$ cat src/rtl/cluster_periph_arb_pkg.sv
// Shared types and defaults for the cluster peripheral arbiter.
// Master-index width follows the default master count; outstanding depth defaults to 2.
package cluster_periph_arb_pkg;

    localparam int NB_MASTERS_DFLT      = 4;
    localparam int MAX_OUTSTANDING_DFLT = 2;
    localparam int MST_IDX_W            = $clog2(NB_MASTERS_DFLT);

    typedef logic [MST_IDX_W-1:0] mst_idx_t;

endpackage

$ cat src/rtl/periph_arb_idx_fifo.sv
// In-order queue of granted master indices; head is valid combinationally, 1-cycle push-to-head.
// Pushes are dropped when full and pops when empty; simultaneous push/pop keeps occupancy.
module periph_arb_idx_fifo
    import cluster_periph_arb_pkg::*;
#(
    parameter int DEPTH = MAX_OUTSTANDING_DFLT,
    parameter int WIDTH = MST_IDX_W
) (
    input  logic             clk_i,
    input  logic             rst_ni,
    input  logic             push,
    input  logic [WIDTH-1:0] idx,
    input  logic             pop,
    output logic             full,
    output logic             empty,
    output logic [WIDTH-1:0] head
);

    localparam int PTR_W = (DEPTH > 1) ? $clog2(DEPTH) : 1;
    localparam int CNT_W = $clog2(DEPTH + 1);

    logic [WIDTH-1:0] mem [DEPTH];
    logic [PTR_W-1:0] wr_ptr;
    logic [PTR_W-1:0] rd_ptr;
    logic [CNT_W-1:0] cnt;
    logic             push_ok;
    logic             pop_ok;

    function automatic logic [PTR_W-1:0] ptr_next(input logic [PTR_W-1:0] p);
        return (p == PTR_W'(DEPTH - 1)) ? '0 : p + 1'b1;
    endfunction

    assign full    = (cnt == CNT_W'(DEPTH));
    assign empty   = (cnt == '0);
    assign push_ok = push & ~full;
    assign pop_ok  = pop & ~empty;
    assign head    = mem[rd_ptr];

    always_ff @(posedge clk_i or negedge rst_ni) begin
        if (!rst_ni) begin
            wr_ptr <= '0;
            rd_ptr <= '0;
            cnt    <= '0;
            for (int i = 0; i < DEPTH; i++) begin
                mem[i] <= '0;
            end
        end else begin
            if (push_ok) begin
                mem[wr_ptr] <= idx;
                wr_ptr      <= ptr_next(wr_ptr);
            end
            if (pop_ok) begin
                rd_ptr <= ptr_next(rd_ptr);
            end
            if (push_ok && !pop_ok) begin
                cnt <= cnt + 1'b1;
            end else if (!push_ok && pop_ok) begin
                cnt <= cnt - 1'b1;
            end
        end
    end

endmodule

$ cat src/rtl/cluster_periph_arbiter.sv
// Round-robin N:1 arbiter onto the cluster control slave; requests forwarded with 0 latency, responses routed in order.
// Stalls (s_req_o low) while MAX_OUTSTANDING responses are pending. CLUSTER_PERIPH_ARB_HIPRIO_EN gives master 0 fixed priority.
module cluster_periph_arbiter
    import cluster_periph_arb_pkg::*;
#(
    parameter int NB_MASTERS      = NB_MASTERS_DFLT,
    parameter int ID_WIDTH        = 5,
    parameter int MAX_OUTSTANDING = MAX_OUTSTANDING_DFLT
) (
    input  logic                         clk_i,
    input  logic                         rst_ni,
    input  logic [NB_MASTERS-1:0]        m_req_i,
    input  logic [NB_MASTERS*32-1:0]     m_add_i,
    input  logic [NB_MASTERS-1:0]        m_wen_i,
    input  logic [NB_MASTERS*32-1:0]     m_wdata_i,
    input  logic [NB_MASTERS*4-1:0]      m_be_i,
    input  logic [NB_MASTERS*ID_WIDTH-1:0] m_id_i,
    output logic [NB_MASTERS-1:0]        m_gnt_o,
    output logic [NB_MASTERS-1:0]        m_r_valid_o,
    output logic [31:0]                  m_r_rdata_o,
    output logic [ID_WIDTH-1:0]          m_r_id_o,
    output logic                         m_r_opc_o,
    output logic                         s_req_o,
    output logic [31:0]                  s_add_o,
    output logic                         s_wen_o,
    output logic [31:0]                  s_wdata_o,
    output logic [3:0]                   s_be_o,
    output logic [ID_WIDTH-1:0]          s_id_o,
    input  logic                         s_gnt_i,
    input  logic                         s_r_valid_i,
    input  logic [31:0]                  s_r_rdata_i,
    input  logic [ID_WIDTH-1:0]          s_r_id_i,
    input  logic                         s_r_opc_i,
    output logic                         err_o
);

    localparam int IDX_W = (NB_MASTERS > 1) ? $clog2(NB_MASTERS) : 1;

    logic [IDX_W-1:0] rr_ptr;
    logic [IDX_W-1:0] rr_next;
    logic [IDX_W-1:0] winner;
    logic [IDX_W-1:0] head;
    logic             hold_ptr;
    logic             any_req;
    logic             fifo_full;
    logic             fifo_empty;
    logic             handshake;
    logic             pop;

    // Winner search depends only on m_req_i and rr_ptr, never on s_r_*.
    always_comb begin
        int j;
        logic found;
        j        = 0;
        found    = 1'b0;
        winner   = '0;
        hold_ptr = 1'b0;
        for (int i = 0; i < NB_MASTERS; i++) begin
            j = int'(rr_ptr) + i;
            if (j >= NB_MASTERS) begin
                j = j - NB_MASTERS;
            end
            if (!found && m_req_i[j]) begin
                found  = 1'b1;
                winner = j[IDX_W-1:0];
            end
        end
`ifdef CLUSTER_PERIPH_ARB_HIPRIO_EN
        // Master 0 preempts the rotation and leaves the pointer where it was.
        if (m_req_i[0]) begin
            winner   = '0;
            hold_ptr = 1'b1;
        end
`endif
    end

    assign rr_next   = (winner == IDX_W'(NB_MASTERS - 1)) ? '0 : winner + 1'b1;
    assign any_req   = |m_req_i;
    assign s_req_o   = rst_ni & any_req & ~fifo_full;
    assign handshake = s_req_o & s_gnt_i;

    assign s_add_o   = m_add_i[32*winner +: 32];
    assign s_wdata_o = m_wdata_i[32*winner +: 32];
    assign s_wen_o   = m_wen_i[winner];
    assign s_be_o    = m_be_i[4*winner +: 4];
    assign s_id_o    = m_id_i[ID_WIDTH*winner +: ID_WIDTH];

    always_comb begin
        m_gnt_o = '0;
        if (handshake) begin
            m_gnt_o[winner] = 1'b1;
        end
    end

    assign pop = s_r_valid_i & ~fifo_empty;

    always_comb begin
        m_r_valid_o = '0;
        if (pop) begin
            m_r_valid_o[head] = 1'b1;
        end
    end

    assign m_r_rdata_o = s_r_rdata_i;
    assign m_r_id_o    = s_r_id_i;
    assign m_r_opc_o   = s_r_opc_i;

    always_ff @(posedge clk_i or negedge rst_ni) begin
        if (!rst_ni) begin
            rr_ptr <= '0;
        end else if (handshake && !hold_ptr) begin
            rr_ptr <= rr_next;
        end
    end

    always_ff @(posedge clk_i or negedge rst_ni) begin
        if (!rst_ni) begin
            err_o <= 1'b0;
        end else if (s_r_valid_i && fifo_empty) begin
            err_o <= 1'b1;
        end
    end

    periph_arb_idx_fifo #(
        .DEPTH (MAX_OUTSTANDING),
        .WIDTH (IDX_W)
    ) u_idx_fifo (
        .clk_i  (clk_i),
        .rst_ni (rst_ni),
        .push   (handshake),
        .idx    (winner),
        .pop    (pop),
        .full   (fifo_full),
        .empty  (fifo_empty),
        .head   (head)
    );

endmodule

$ cat config.mk
export PLATFORM = sky130hd
export DESIGN_NAME = cluster_periph_arbiter
export DESIGN_NICKNAME = d
export VERILOG_FILES = /design/src/rtl/cluster_periph_arb_pkg.sv /design/src/rtl/periph_arb_idx_fifo.sv /design/src/rtl/cluster_periph_arbiter.sv
export SDC_FILE = /design/constraint.sdc
export NUM_CORES = 1
export LEC_CHECK = 0
export ABC_AREA = 1
export BUFFER_PORTS_ARGS = -buffer_cell sky130_fd_sc_hd__buf_2
export CAP_MARGIN = 10
export CORE_AREA = 2 2 181 183
export DETAILED_ROUTE_END_ITERATION = 6
export DIE_AREA = 0 0 183 185
export PLACE_DENSITY_LB_ADDON = 0.3
export SLEW_MARGIN = 30
export SYNTH_ARGS = -nofsm -noshare
export SYNTH_HDL_FRONTEND = slang
export SYNTH_SLANG_ARGS = --single-unit
$ cat constraint.sdc
create_clock -name clk_i -period 1.8 [get_ports clk_i]
set_input_delay 0.18 -clock clk_i [delete_from_list [all_inputs] [get_ports clk_i]]
set_output_delay 0.18 -clock clk_i [all_outputs]
set_load 0.03 [all_outputs]
**Yosys cells after proc, flatten, opt, wreduce, memory -nomap -nowiden**

Index checks and enable logic that the tools add are counted.

- RAM bits: 0
- Flip-flop bits (word level): 11
- Output and inout bits: 122
- Input bits: 342
- Latch bits: 0
- Memory bits (read-only): 0
- Memories kept: 0

- Bitwise logic cells: 10
- Divide/modulo/power cells: 0
- $mul: 1
- $add $sub $neg: 12
- Shift operators: 4
- Equality and inequality tests: 2
- Order comparisons: 15
- Multiplexer cells: 42
- Reduce and logical (&&, ||, !) cells: 17

Operator list:

| kind | count |
|---|---|
| 128-bit by 8-bit variable part select with 32-bit output | 2 |
| 32-bit by 4-bit less-than comparator with 1-bit output, second input constant | 4 |
| 32-bit 2-to-1 mux | 4 |
| 2-bit 2-to-1 mux | 11 |
| 20-bit by 6-bit variable part select with 5-bit output | 1 |
| 1-bit 2-to-1 mux | 16 |
| 16-bit by 5-bit variable part select with 4-bit output | 1 |
| 3-bit by 3-bit subtractor with 4-bit output, second input constant | 3 |
| 1-bit binary-select mux with 2-bit select | 5 |
| 3-bit >= comparator, second input constant | 3 |
| 1-bit logical AND | 9 |
| 4-bit 2-to-1 mux | 2 |
| 2-bit by 2-bit adder with 3-bit output, second input constant | 2 |
| 1-bit AND | 6 |
| 2-bit by 3-bit less-than comparator with 1-bit output, second input constant | 2 |
| 1-bit logical NOT | 5 |
| 3-bit by 2-bit multiplier with 5-bit output, first input constant | 1 |
| 2-bit by 1-bit adder with 2-bit output, second input constant | 2 |
| 4-bit bitwise mux | 1 |
| 1-bit demux with 2-bit select | 2 |
| 2-bit equality test, second input constant | 2 |
| 2-bit by 1-bit >= comparator with 1-bit output, second input constant | 2 |
| 2-bit >= comparator, second input constant | 2 |
| 1-bit NOT with 2-bit output | 2 |
| other kinds (11) | 13 |

**Logic depth before layout (Yosys ltp)**

Gate-level depths: netlist of the first run.

- Word-level depth: 20
- Gate-level depth with buffers: 17

**Modules after synthesis**

Synthesis of the first run repeated with hierarchy kept, for this count alone.

- Cell total of the unflattened synthesis: 986
- Area total of the unflattened synthesis: 4,680.7 µm²

By module, submodules not included:

| module | area each (µm²) | sequential area each (µm²) | cells an instance | instances |
|---|---|---|---|---|
| cluster_periph_arbiter | 4,259.1 | 75.1 | 933 | 1 |
| periph_arb_idx_fifo | 421.7 | 200.2 | 53 | 1 |

**Worst setup path after synthesis of the first run**

No wires, ideal clock.

- Path kind: reg-to-output
- Start: reg rr_ptr[0]
- End: out m_gnt_o[0]
- Required time: 1.620 ns
- Slack: -0.548 ns
- Cell stages (with the launch flop): 16
- Data arrival time: 2.168 ns
- Buffers on the path: 3
- Path through: dfrtp_1 > buf_6 > inv_4 > nand2_1 > nand3_1 > nand2_1 > nor2_4 > nand2_1 > nand2_2 > nand2_4 > buf_6 > buf_6 > inv_1 > ha_1 > inv_1 > nor2_1

- Longest elaborated chain between the ends: 20
- Elaborated cells between the ends (all ways): 46
- Classes of those cells: 7 x add/sub; 6 x order compare; 26 x mux; 7 x reduce/logical

Ends and longest elaborated chain:

| what | RTL line | RTL |
|---|---|---|
| start, declared | cluster_periph_arbiter.sv:39 | `logic [IDX_W-1:0] rr_ptr;` |
| start signal, assigned | cluster_periph_arbiter.sv:112 | `rr_ptr <= rr_next;` |
| branches (longest 14 deep; another with 3-bit by 3-bit subtractor with 4-bit output) | -- |  |
| 2-bit 2-to-1 mux * | cluster_periph_arbiter.sv:63 | `if (!found && m_req_i[j]) begin` |
| named net u_idx_fifo.idx[0] | periph_arb_idx_fifo.sv:12 | `input logic [WIDTH-1:0] idx,` |
| 2-bit by 3-bit less-than comparator with 1-bit output (not written as such) / 2-bit by 1-bit >= comparator with 1-bit output (equally long branches) | cluster_periph_arbiter.sv:91 | `m_gnt_o[winner] = 1'b1;` |
| 1-bit logical AND (not written as such) | cluster_periph_arbiter.sv:91 |  |
| 1-bit 2-to-1 mux (not written as such) | cluster_periph_arbiter.sv:91 |  |
| 1-bit demux with 2-bit select * | cluster_periph_arbiter.sv:91 |  |
| 4-bit 2-to-1 mux * | cluster_periph_arbiter.sv:90 | `if (handshake) begin` |
| end, declared | cluster_periph_arbiter.sv:18 | `output logic [NB_MASTERS-1:0] m_gnt_o,` |

Mark *: on every way through the listed nets, which the timed path passes. The select of a mux whose other input is x is not followed.

**Worst setup path in the final report of the first run**

- Start: reg rr_ptr[0]
- End: out s_wdata_o[17]

- Longest elaborated chain between the ends: 16
- Elaborated cells between the ends (all ways): 41
- Classes of those cells: 7 x add/sub; 4 x order compare; 1 x shift; 23 x mux; 6 x reduce/logical

Ends and longest elaborated chain:

| what | RTL line | RTL |
|---|---|---|
| branches (longest 14 deep; another with 3-bit by 3-bit subtractor with 4-bit output) | -- |  |
| 2-bit 2-to-1 mux * | cluster_periph_arbiter.sv:63 |  |
| 128-bit by 8-bit variable part select with 32-bit output * | cluster_periph_arbiter.sv:83 | `assign s_wdata_o = m_wdata_i[32*winner +: 32];` |
| end, declared | cluster_periph_arbiter.sv:26 | `output logic [31:0] s_wdata_o,` |

Mark *: on every way between the ends. The select of a mux whose other input is x is not followed.

==> results of run 1 <==
-- flip-flops by register name (all words and copies together), names as in the netlist --
| name | count |
|---|---|
| u_idx_fifo.mem | 4 |
| rr_ptr | 2 |
| u_idx_fifo.cnt | 2 |
| err_o | 1 |
| u_idx_fifo.rd_ptr | 1 |
| u_idx_fifo.wr_ptr | 1 |
-- critical path: stages, from the launching register on --
cell	delay, ns
dfrtp_2	0.45
inv_6	0.06
nand2_1	0.08
nand2_2	0.07
nand2_2	0.08
nand2_4	0.06
nor2_4	0.22
nand4_1	0.17
nand2_4	0.17
buf_12	0.23
buf_6	0.14
nand3_1	0.08
nand2_2	0.10
buf_6	0.13
-- per-stage QoR --
step                utilization  setup TNS (ns)  setup WS [ns]  cells
global route              0.284          -61.68         -0.831   1841
CTS                       0.275          -46.95         -0.646   1835
global placement          0.244          -39.78         -0.549   1817
floorplan                     -          -10.73         -0.265   1042
finish                    0.284          -50.66         -0.691   1842
detailed placement        0.244          -41.15         -0.559   1817
-- path summary, 6_finish.rpt --
check | slack [ns] | endpoint | cells past startpoint
worst max-delay path | -0.69 | s_wdata_o[17] | 13
worst min-delay path | 0.21 | err_o | 2
worst max register to register | -0.29 | rr_ptr[1] | 14
max in group asynchronous | 1.21 | rr_ptr[0] | 3
min in group asynchronous | 0.42 | err_o | 3
worst min register to register | 0.48 | err_o | 1
-- routing by layer --
layer	up-vias	global-route usage	part of all wire
met4	0	0.0413	0.027
met1	3328	0.157	0.42
met5	-	0	0
li1	3828	-	-
met2	269	0.236	0.50
met3	53	0.0142	0.054
-- what timing repair did --
item,in CTS,in global routing
buffers inserted,8,4
resized for setup,193,54
pin swaps,11,4
endpoints found under the hold margin,11,0
setup endpoints to repair,83,85
gates cloned,5,2
hold buffers,1,0
-- cells by family (layout without fill, tap and decap cells) --
family / count (synthesis) / in the layout / share of synthesized area
other: 0 / 1 / 0
xor gates and xnor gates: 4 / 4 / 0.00707
adders and majority gates: 5 / 5 / 0.0126
and+or+nand+nor: 587 / 587 / 0.530
AOI/OAI and AO/OA: 13 / 13 / 0.0152
DFF: 11 / 11 / 0.0556
buffers and inverters: 422 / 813 / 0.379
-- cell usage in the layout, fill, tap and decap left out, types with 3 or more instances in the layout --
master	n
buf_8	3
inv_1	310
nand3_1	246
ha_4	3
buf_12	17
buf_2	310
nand3_2	55
clkbuf_16	5
nor2_4	5
buf_4	78
buf_16	6
nand2_2	90
o21ai_1	4
o21ai_0	5
nand2_1	174
dfrtp_1	10
nor2_1	5
inv_2	5
buf_6	73
nand2_4	5
-- cell type report --
class	count	share of cell area
inverter	318	0.133
tap	408	0.0561
multi-input combinational	609	0.376
antenna	1	0.000275
clock buffer	4	0.00867
timing repair buffer	491	0.396
sequential	11	0.0304
==> flow_metrics.tcl, run 1 <==
set metrics [dict create \
    status "finished, violations left" \
    violations "setup timing" \
    placed_area_um2 7830 \
    routed_wirelength_um 24000 \
    syn_nets 1389 \
    worstSetupPathType "reg2out" \
    async_flop_share 1.00 \
    dieArea_um2 33900 \
    syn2layout_area_growth_pct 83.6 \
    synth-seq-cells 11 \
    cts-buffers-inserted 3 \
    ys.flop_type "dfrtp_1" \
    end_kind "output port" \
    nets 1781 \
    finalSetupViolations 82 \
    drt-wirelength-per-cell_um 13.0 \
    yosys.area.top_type "nand3_1" \
    synth_edf_count 0 \
    ys_seq_area_frac 0.0556 \
    hold_ws_ns 0.214 \
    reg2reg_from "rr_ptr[0]" \
    required_ns 1.62 \
    core_um2 32000 \
    grt.overflow.total 0 \
    min_period_ns 2.49 \
    drcViolationCount 0 \
    synth_area_leaders "nand3_1 (30%), inv_1 (24%), nand2_1 (20%)" \
    period_share 1.38 \
    gr-usage-all-layers 0.129 \
    min_path_type "in2reg" \
    multi_input_area_um2 3420 \
    clock_skew_ns 0.00198 \
    cts_root_buf "clkbuf_16" \
    clk_pin_slew_ns 0.04 \
    firstDrtPassIters 4 \
    hold_violations 0 \
    rows 66 \
    worst_pin_slew_ns 0.398 \
    cp_max_fo 34 \
    maxClockFrequency_ghz 0.401 \
    slew_headroom 0.732 \
    cap_violations 0 \
    antenna_left 0 \
    clock_latency_ns 0.24 \
    start_kind "flip-flop" \
    drive_gt1_frac 0.465 \
    cts_tree "yes" \
    syn_inst 1042 \
    final.setup.worst_slack_ns -0.691 \
    cp-startpoint "rr_ptr[0]" \
    initialDrtViolationCount 288 \
    start_util 0.155 \
    dp_hpwl_um 18500 \
    die_w_um 183 \
    yosys_warnings 0 \
    slew_violations 0 \
    critPathArrivalTime_ns 2.31 \
    grt_pass1_vias 7236 \
    avgViaCountPerCell 4.06 \
    avgSynthCellArea_um2 4.76 \
    clock_sinks 11 \
    port-buffer-count 387 \
    rsz0062_at_grt "true" \
    routed-via-count 7478 \
    fp.dieH_um 185 \
    grt_max_degree 44 \
    place_congestion 0.853 \
    synth.most_common_cell "inv_1" \
    fin_area_um2 9090 \
    synth_cell_type_count 28 \
    holdCritStartpoint "s_r_valid_i" \
    grt_pass1_wl_um 35600 \
    fillers 3649 \
    h-tree-depth 1 \
    antenna_found_initial 0 \
    ff_latch_area_um2 277 \
    synthTopCellsByCount "inv_1 (315), nand3_1 (301), nand2_1 (266)" \
    netlist_area_um2 4950 \
    cts_buffer_depth 2 \
    pin_count 464 \
    synth_top_area_share 0.304 \
]
Power of run 1 is not shown: default switching activity piles up to over one toggle a cycle in this logic, so the estimate is an artifact.
==> run 2, diff against run 1 <==
--- a/config.mk
+++ b/config.mk
@@ -6,9 +6,11 @@
 export NUM_CORES = 1
 export LEC_CHECK = 0
 export ABC_AREA = 1
+export ABC_CLOCK_PERIOD_IN_PS = 1800
 export BUFFER_PORTS_ARGS = -buffer_cell sky130_fd_sc_hd__buf_2
 export CAP_MARGIN = 10
 export CORE_AREA = 2 2 181 183
+export CTS_BUF_LIST = sky130_fd_sc_hd__clkbuf_4 sky130_fd_sc_hd__clkbuf_8
 export DETAILED_ROUTE_END_ITERATION = 6
 export DIE_AREA = 0 0 183 185
 export PLACE_DENSITY_LB_ADDON = 0.3
==> flow_metrics.tcl, run 2 (synthesis results as in run 1) <==
set metrics [dict create \
    nets 1781 \
    hold_ws_ns 0.219 \
    required_ns 1.62 \
    worst_pin_slew_ns 0.398 \
    start_util 0.155 \
    cts_root_buf "clkbuf_8" \
    layout_common_cells "inv_1 (310), buf_2 (310), nand3_1 (246), nand2_1 (174), nand2_2 (90)" \
    clock_sinks 11 \
    cap_violations 0 \
    drive_gt1_frac 0.465 \
    cts-buffers-inserted 3 \
    drt-wirelength-per-cell_um 13.0 \
    cts_buffer_depth 2 \
    start_kind "flip-flop" \
    largestRegisters "u_idx_fifo.mem x4, rr_ptr x2, u_idx_fifo.cnt x2" \
    drcViolationCount 0 \
    firstDrtPassIters 4 \
    worstSetupPathType "reg2out" \
    placed_area_um2 7830 \
    clk_pin_slew_ns 0.05 \
    largest-register "u_idx_fifo.mem" \
    maxClockFrequency_ghz 0.401 \
    slew_violations 0 \
    grt.overflow.total 0 \
    layout.cells.non_filler 1842 \
    slew_headroom 0.732 \
    dieArea_um2 33900 \
    cts_tree "yes" \
    die_w_um 183 \
    clock_skew_ns 0.000837 \
    largest_reg_flops 4 \
    rsz0062_at_grt "true" \
    status "finished, violations left" \
    fin_util 0.283 \
    clock_latency_ns 0.23 \
    core_um2 32000 \
    grt_pass1_vias 7235 \
    end_kind "output port" \
    grt_pass1_wl_um 35500 \
    fillers 3656 \
    syn2layout_area_growth_pct 83.0 \
    avgViaCountPerCell 4.06 \
    routed-via-count 7476 \
    antenna_found_initial 0 \
    routed_wirelength_um 24000 \
    grt_max_degree 44 \
    gr-usage-all-layers 0.128 \
    fin_area_um2 9060 \
    rows 66 \
    h-tree-depth 1 \
    antenna_left 0 \
    min_period_ns 2.49 \
    fp.dieH_um 185 \
    dp_hpwl_um 18500 \
    min_path_type "in2reg" \
    hold_violations 0 \
    place_congestion 0.853 \
    critPathArrivalTime_ns 2.31 \
    finalSetupViolations 82 \
    port-buffer-count 387 \
    period_share 1.38 \
    violations "setup timing" \
    final.setup.worst_slack_ns -0.692 \
    pin_count 464 \
    initialDrtViolationCount 289 \
    cp_max_fo 43 \
    placed_cells 1817 \
]
-- run 2: metrics by stage --
stage | TNS [ns] | worst slack (ns)
final | -50.33 | -0.692
after global routing | -61.85 | -0.833
after CTS | -47.04 | -0.647
after detailed placement | -41.15 | -0.559
after global placement | -39.78 | -0.549
after floorplan | -10.73 | -0.265
-- run 2: path summary, 6_finish.rpt --
| kind | from | depth (start not counted) | slack (ns) | endpoint |
|---|---|---|---|---|
| min in group asynchronous | rst_ni | 3 | 0.42 | err_o |
| worst max register to register | rr_ptr[0] | 14 | -0.29 | rr_ptr[1] |
| worst min-delay path | s_r_valid_i | 2 | 0.22 | err_o |
| worst min register to register | err_o | 1 | 0.48 | err_o |
| worst max-delay path | rr_ptr[0] | 13 | -0.69 | s_wdata_o[6] |
| max in group asynchronous | rst_ni | 3 | 1.21 | rr_ptr[0] |
-- run 2: area by class of cell --
cell class              count  area, µm²  share of cell area
diodes                      1       2.50            0.000276
flip-flops and latches     11        277              0.0305
inverters                 318       1210               0.133
repair buffers            491       3600               0.397
clock buffers               4       48.8             0.00538
well taps                 408        510              0.0563
multi-input cells         609       3420               0.377
-- run 2: worst max-delay path, cell delays in order (launching register included) --
cell	delay, ns
dfrtp_2	0.45
inv_6	0.06
nand2_1	0.08
nand2_2	0.07
nand2_2	0.08
nand2_4	0.06
nor2_4	0.22
nand4_4	0.18
buf_6	0.20
buf_16	0.18
nand3_1	0.10
nand3_1	0.13
nand2_2	0.09
buf_4	0.15
-- run 2: routing by layer --
metal / up-vias / GRT usage / share of wire
met2: 275 / 0.236 / 0.50
met3: 50 / 0.0136 / 0.055
met1: 3325 / 0.156 / 0.42
met5: - / 0 / 0
li1: 3826 / - / -
met4: 0 / 0.0394 / 0.026
-- run 2: timing repair --
item / in CTS / in global routing
resized for setup: 193 / 54
cloned: 5 / 2
setup buffers: 8 / 4
setup endpoints to repair: 83 / 85
hold endpoints to repair: 11 / 0
hold buffers: 1 / 0
pin swaps: 11 / 4
Power of run 2 is left out for the same reason.
